<file path="config.mk">
export PLATFORM = sky130hd
export DESIGN_NAME = gshare_bht
export DESIGN_NICKNAME = d
export VERILOG_FILES = /design/src/rtl/gshare_bht.sv
export SDC_FILE = /design/constraint.sdc
export NUM_CORES = 1
export LEC_CHECK = 0
export CAP_MARGIN = 20
export CORE_MARGIN = 3
export CORE_UTILIZATION = 25
export DETAILED_ROUTE_END_ITERATION = 10
export SYNTH_ARGS = -nofsm -noshare
export SYNTH_HDL_FRONTEND = slang
export SYNTH_SLANG_ARGS = --single-unit
</file>
<file path="constraint.sdc">
create_clock -name clk -period 10.5 [get_ports clk]
set_clock_uncertainty 0.05 [all_clocks]
set_input_delay 2.625 -clock clk [delete_from_list [all_inputs] [get_ports clk]]
set_output_delay 2.625 -clock clk [all_outputs]
set_load 0.01 [all_outputs]
</file>
<file path="src/rtl/gshare_bht.sv">
// gshare_bht: table of 2-bit saturating counters indexed by PC XOR global
// history (or PC alone in bimodal mode). After reset the table is swept to
// weak-not-taken, one entry per cycle, before requests are accepted.
// Predictions return one cycle after acceptance; updates train the counter
// and, on a mispredict, rebuild the speculative history.
module gshare_bht #(
    parameter int ENTRIES   = 64,
    parameter int HIST_BITS = 6,
    parameter int GSHARE    = 1
) (
    input  logic                 clk,
    input  logic                 rst_n,
    output logic                 ready,
    input  logic                 pred_valid,
    input  logic [31:0]          pred_pc,
    output logic                 resp_valid,
    output logic                 resp_taken,
    output logic [HIST_BITS-1:0] resp_ghr,
    input  logic                 upd_valid,
    input  logic [31:0]          upd_pc,
    input  logic [HIST_BITS-1:0] upd_ghr,
    input  logic                 upd_taken,
    input  logic                 upd_mispredict
);

    localparam int IDX_BITS = $clog2(ENTRIES);

    localparam logic [0:0] ST_INIT = 1'b0;
    localparam logic [0:0] ST_RUN  = 1'b1;

    localparam logic [1:0] CNT_WEAK_NT = 2'b01;

    logic [0:0]          state_q;
    logic [IDX_BITS-1:0] sweep_q;
    logic [HIST_BITS-1:0] ghr_q;
    logic [1:0]          table_q [ENTRIES];

    logic                pred_fire;
    logic                upd_fire;
    logic [IDX_BITS-1:0] pred_idx;
    logic [IDX_BITS-1:0] upd_idx;
    logic                pred_taken;
    logic [1:0]          upd_cnt_next;
    logic [HIST_BITS-1:0] ghr_shift;
    logic [HIST_BITS-1:0] ghr_recov;
    logic                wr_en;
    logic [IDX_BITS-1:0] wr_idx;
    logic [1:0]          wr_data;

    // Only bits [IDX_BITS+1:2] of a PC select an entry; the rest are
    // deliberately ignored.
    logic unused_pc_bits;
    assign unused_pc_bits = ^{pred_pc[31:IDX_BITS+2], pred_pc[1:0],
                              upd_pc[31:IDX_BITS+2], upd_pc[1:0]};

    function automatic logic [IDX_BITS-1:0] make_idx(input logic [31:0] pc,
                                                      input logic [HIST_BITS-1:0] hist);
        if (GSHARE != 0) return pc[IDX_BITS+1:2] ^ IDX_BITS'(hist);
        else             return pc[IDX_BITS+1:2];
    endfunction

    function automatic logic [1:0] sat_step(input logic [1:0] cnt, input logic up);
        if (up) return (cnt == 2'b11) ? 2'b11 : cnt + 2'b01;
        else    return (cnt == 2'b00) ? 2'b00 : cnt - 2'b01;
    endfunction

    assign ready     = (state_q == ST_RUN);
    assign pred_fire = ready && pred_valid;
    assign upd_fire  = ready && upd_valid;

    // Index formation, table read, history next-values and the single write port.
    always_comb begin
        // NOTE: every output of this block gets a default first so no path can infer a latch.
        pred_idx     = make_idx(pred_pc, ghr_q);
        upd_idx      = make_idx(upd_pc, upd_ghr);
        pred_taken   = table_q[pred_idx][1];
        upd_cnt_next = sat_step(table_q[upd_idx], upd_taken);
        ghr_shift    = (ghr_q << 1) | HIST_BITS'(pred_taken);
        ghr_recov    = (upd_ghr << 1) | HIST_BITS'(upd_taken);
        wr_en        = 1'b0;
        wr_idx       = sweep_q;
        wr_data      = CNT_WEAK_NT;
        if (rst_n) begin
            if (state_q == ST_INIT) begin
                wr_en = 1'b1;
            end else if (upd_fire) begin
                wr_en   = 1'b1;
                wr_idx  = upd_idx;
                wr_data = upd_cnt_next;
            end
        end
    end

    // Counter table storage; the prediction read above sees the pre-write value.
    always_ff @(posedge clk) begin
        // NOTE: the table has no reset; the INIT sweep establishes its contents instead.
        if (wr_en) table_q[wr_idx] <= wr_data;
    end

    // Init sweep FSM, speculative history and registered prediction response.
    always_ff @(posedge clk) begin
        // NOTE: sequential state uses non-blocking assignments only.
        if (!rst_n) begin
            state_q    <= ST_INIT;
            sweep_q    <= '0;
            ghr_q      <= '0;
            resp_valid <= 1'b0;
            resp_taken <= 1'b0;
            resp_ghr   <= '0;
        end else begin
            if (state_q == ST_INIT) begin
                sweep_q <= sweep_q + IDX_BITS'(1);
                if (sweep_q == IDX_BITS'(ENTRIES - 1)) state_q <= ST_RUN;
            end

            resp_valid <= pred_fire;
            if (pred_fire) begin
                resp_taken <= pred_taken;
                resp_ghr   <= ghr_q;
            end

            // Mispredict recovery takes priority over the speculative shift.
            if (upd_fire && upd_mispredict) ghr_q <= ghr_recov;
            else if (pred_fire)             ghr_q <= ghr_shift;
        end
    end

endmodule

</file>
# Word-level counts from Yosys, hierarchy flattened
# Memory sizes are Yosys's and may differ from the RTL's.
# Index checks and enable logic that the tools add are counted.
[word_totals] reg_bits=21 ramBits=128 in_bits=76 out_inout_bits=9 memories=1
[classes] add_sub_neg=3 eq_ne=2 muxes=18 bitwise=4 n_reduce_logical=5
[mem_list] memory="table_q" depth=64 width=2 read_ports=2 rd_ports_with_merged_regs=0 write_ports=1 line="36" rtl="logic [1:0] table_q [ENTRIES];"
[op_table] operator="6-bit 2-to-1 mux" n=5
[op_table] operator="2-bit 2-to-1 mux" n=6
[op_table] operator="6-bit by 1-bit bitwise OR with 6-bit output" n=2
[op_table] operator="6-bit XOR" n=2
[op_table] operator="1-bit 2-to-1 mux" n=7
[op_table] operator="6-bit by 1-bit adder with 6-bit output, second input constant" n=1
[op_table] operator="6-bit equality test, second input constant" n=1
[op_table] operator="1-bit logical AND" n=3
[op_table] operator="2-bit by 1-bit adder with 2-bit output, second input constant" n=1
[op_table] operator="2-bit equality test, second input constant" n=1
[op_table] operator="2-bit logical NOT" n=1
[op_table] operator="2-bit nonzero test" n=1
[op_table] operator="2-bit by 1-bit subtractor with 2-bit output, second input constant" n=1

# Depth between registers and ports, before layout
# An unclocked memory read counts as a cell.
[logic_depth] word_depth=8 ltp_mapped=10 ltp_nobuf=8

# Worst setup path before layout
# No wires, ideal clock.
[synth_timing] path_kind="input-to-reg" startpoint="in upd_ghr[0]" endpoint="mem table_q[0][0] (data pin)" setup_time_ps=518 arrival_time_ps=6142 t_required_ps=9932 setup_slack_ps=3790 stages=10 path_cell_list="xnor2_2 -> buf_4 -> buf_6 -> mux4_2 -> a22oi_1 -> a21oi_1 -> a211oi_1 -> or2_1 -> a21oi_1 -> o21ai_1"
[synth_via] elab_chain_cells=8 word_cells_on_any_way=12
[synth_lines] element="from (decl)" line="21" rtl="input logic [HIST_BITS-1:0] upd_ghr,"
[synth_lines] element="6-bit XOR *" line="58" rtl="if (GSHARE != 0) return pc[IDX_BITS+1:2] ^ IDX_BITS'(hist);"
[synth_lines] element="memory 64 x 2 bit *"
[synth_lines] element="2-bit by 1-bit subtractor with 2-bit output (tied with other cells)" line="64" rtl="else return (cnt == 2'b00) ? 2'b00 : cnt - 2'b01;"
[synth_lines] element="2-bit 2-to-1 mux (on tied branches)" line="64, 63"
[synth_lines] element="2-bit 2-to-1 mux *" line="63" rtl="if (up) return (cnt == 2'b11) ? 2'b11 : cnt + 2'b01;"
[synth_lines] element="2-bit 2-to-1 mux *" line="86" rtl="end else if (upd_fire) begin"
[synth_lines] element="2-bit 2-to-1 mux *" line="84" rtl="if (state_q == ST_INIT) begin"
[synth_lines] element="2-bit 2-to-1 mux *" line="83" rtl="if (rst_n) begin"
[synth_lines] element="net wr_data[0]" line="48" rtl="logic [1:0] wr_data;"
[synth_lines] element="to (decl)" line="36"
# The timed path passes the listed nets; every way through them passes the cells marked *.

# Worst setup path after layout
[layout_timing] startpoint="in upd_ghr[1]" endpoint="mem table_q[41][0] (data pin)"
# Same word-level chain as after synthesis.

==> metrics.txt <==
TritonCTS clock tree=done; critical path fanouts, max=64; port buffer count=32; Final GP Congestion=0.820; Synth Warn #=0; CP Data Required Time=10.59 ns; TritonCTS buffer count=17; highest routed layer=met4; layout overhead on the synthesized area=18.9%; Synth Net Count=537; Synth area leader=edfxtp_1; Wirelength per Cell=19.0 microns; CTS sink count=149; core area=26,400 sq um; EDFF count, synth=128; 1st-iter DRT viols=355; initial antenna violation count=0; num ports=85; Hold Path Class=reg -> reg; Initial Utilization=0.259; DR vias/cell=4.89; gr usage total=0.113; Rel. slew slack=0.389; Final Hold Viols=0; Critical-path top delay cell=clkdlybuf4s50_1; Register Area=4260 sq um; RSZ-0062 raised after global routing=no; Setup TNS=0 ns; Antenna Nets Post-Route=0; via count=4,144; area of the multi-input gates=2510 sq um; final instance area=8120 sq um; clock root cell=clkbuf_16; Hold-fix buffers, CTS=0; Crit. End Element=register; max-slew violations=0; synth unique cells=39; routed wl met2=7650 microns; Met3 Wirelength=1330 microns; antenna diode count=0; leakage=2.72 nW; row cnt=59; area fraction of the dominant cell type after synthesis=0.562; Clock Tree Buf Depth=2; Core Util, Final=0.307; dpl hpwl=10,400 microns; Chip Width=171 microns; synth top area cells=edfxtp_1 (56%), mux4_2 (17%), dfxtp_1 (6.2%), nor2_1 (4.2%), nand2_1 (2.2%); vias in the first global route=4,472; total setup buffers inserted after CTS=0; min Tclk post-route=6.06 ns; fraction of registers with async set/reset=0; worst setup path category=in -> reg; Avg Inst Size Synth=14.9 sq um; Fmax=0.165 GHz; placed cell areas=7570 sq um; die area=29,400 sq um; largest net degree at the start of global routing=65; Synth Flop Type=edfxtp_1; status=completed; worst-margin pin slew=0.914 ns; Clock transition at path regs=0.06 ns; crit path DAT=6.15 ns; # Max-Cap Violations=0; height of the chip=171 microns; crit path launch type=primary input; remaining global-route overflow=0; fraction of layout instances using a drive strength above 1=0.179; CP cell instances=clkdlybuf4s50_1, xor2_4, buf_4, mux4_2, a22oi_1, a21oi_1, a211oi_1, or2_1, a21oi_1, o21ai_4, buf_4; Met1 Wirelength=6630 microns; Routed WL=16,100 microns; Residual DRC=0; post-cts resize count=0; fill count=2,570; Clk Latency, worst-skew pair=0.42 ns; H-tree depth=4; synthesized flop and latch total=149; Final #Nets=577; power per cell area=161 nW/um^2; Max VDD drop=0.0000817 V; CP max stage delay=0.61 ns; sequential area share after synthesis=0.624; Cells after Synth=460; period utilisation layout=0.577; first-pass GRT wire length=24,600 microns; final setup fails=0; First-pass DRT Iterations=5; Post-Syn Area=6840 sq um
final timing paths:
check | start | end | slack, ns | cells after the start
setup / recovery | upd_ghr[1] | table_q[41][0] | 4.44 | 11
hold reg to reg | resp_ghr[3] | resp_ghr[3] | 0.40 | 2
hold / removal | resp_ghr[3] | resp_ghr[3] | 0.40 | 2
setup reg to reg | ready | table_q[18][1] | 7.67 | 4
layer usage:
metal | up-vias | global-route usage
met4 | 0 | 0.0528
met3 | 30 | 0.0349
li1 | 1866 | -
met5 | - | 0
met2 | 162 | 0.181
met1 | 2086 | 0.141
cells by family (layout without fill, tap and decap cells):
group,Yosys count,after routing,synth area share
multiplexers,56,56,0.177
buffers and inverters,21,74,0.0159
AND/OR/NAND/NOR,148,148,0.0908
adder cells (fa/ha/maj),1,1,0.00183
AO/OA/AOI/OAI,67,67,0.0641
XOR/XNOR,18,18,0.0264
flip-flops,149,149,0.624
layout make-up:
cell class,instances,share of cell area
clock inverter,12,0.0139
timing repair buffer,39,0.0459
inverter,3,0.00139
multi-input combinational,290,0.309
tap,335,0.0516
sequential,149,0.525
clock buffer,20,0.0538
state kept, by name (all words and copies together), names as in the netlist:
signal / flops
sweep_q: 6
ghr_q: 6
table_q: 128
ready: 1
resp_valid: 1
resp_taken: 1
resp_ghr: 6
worst max-delay path, delay by kind of cell:
family | cells | cell delay, ns
AO/OA/AOI/OAI | 5 | 0.92
XOR/XNOR | 1 | 0.15
buffers and inverters | 3 | 1.63
multiplexers | 1 | 0.60
AND/OR/NAND/NOR | 1 | 0.17
synth_stat cells, drive strengths merged, types with 5 or more instances:
library cell and number:
a21boi 9, a21oi 10, a22oi 16, a31oi 5, and2 6, buf 8
clkbuf 10, dfxtp 21, edfxtp 128, mux4 52, nand2 40, nand3 11
nor2 77, o21ai 16, xnor2 10, xor2 8
per-stage QoR:
stage                     power [W]  cells  setup slack, ns  hold WS [ns]
after floorplan            0.000713    460             3.79         0.417
final                       0.00131    848             4.44         0.402
after global placement     0.000747    816             4.08         0.392
after detailed placement   0.000748    816             3.98         0.397
after global routing        0.00135    848             4.29         0.439
after CTS                   0.00132    848             4.42         0.406
power breakdown:
part | switching [W] | total, W | internal [W] | leakage (nW)
logic | 0.0000558 | 0.0000977 | 0.0000419 | 0.880
clock network | 0.000226 | 0.000571 | 0.000345 | 0.268
registers | 0.00000253 | 0.000638 | 0.000636 | 1.57
placed cells by master, fill, tap and decap left out, types with 6 or more instances in the layout:
cell,instances
dfxtp_1,21
a22oi_1,16
and2_1,6
a21oi_1,9
xnor2_1,8
nand3_1,11
clkinv_2,6
clkdlybuf4s50_1,32
o21ai_1,11
edfxtp_1,128
nor2_1,77
clkbuf_16,17
a21boi_1,7
nand2_1,40
buf_4,7
xor2_1,7
mux4_2,52
Power figures use the tool's default switching activity.
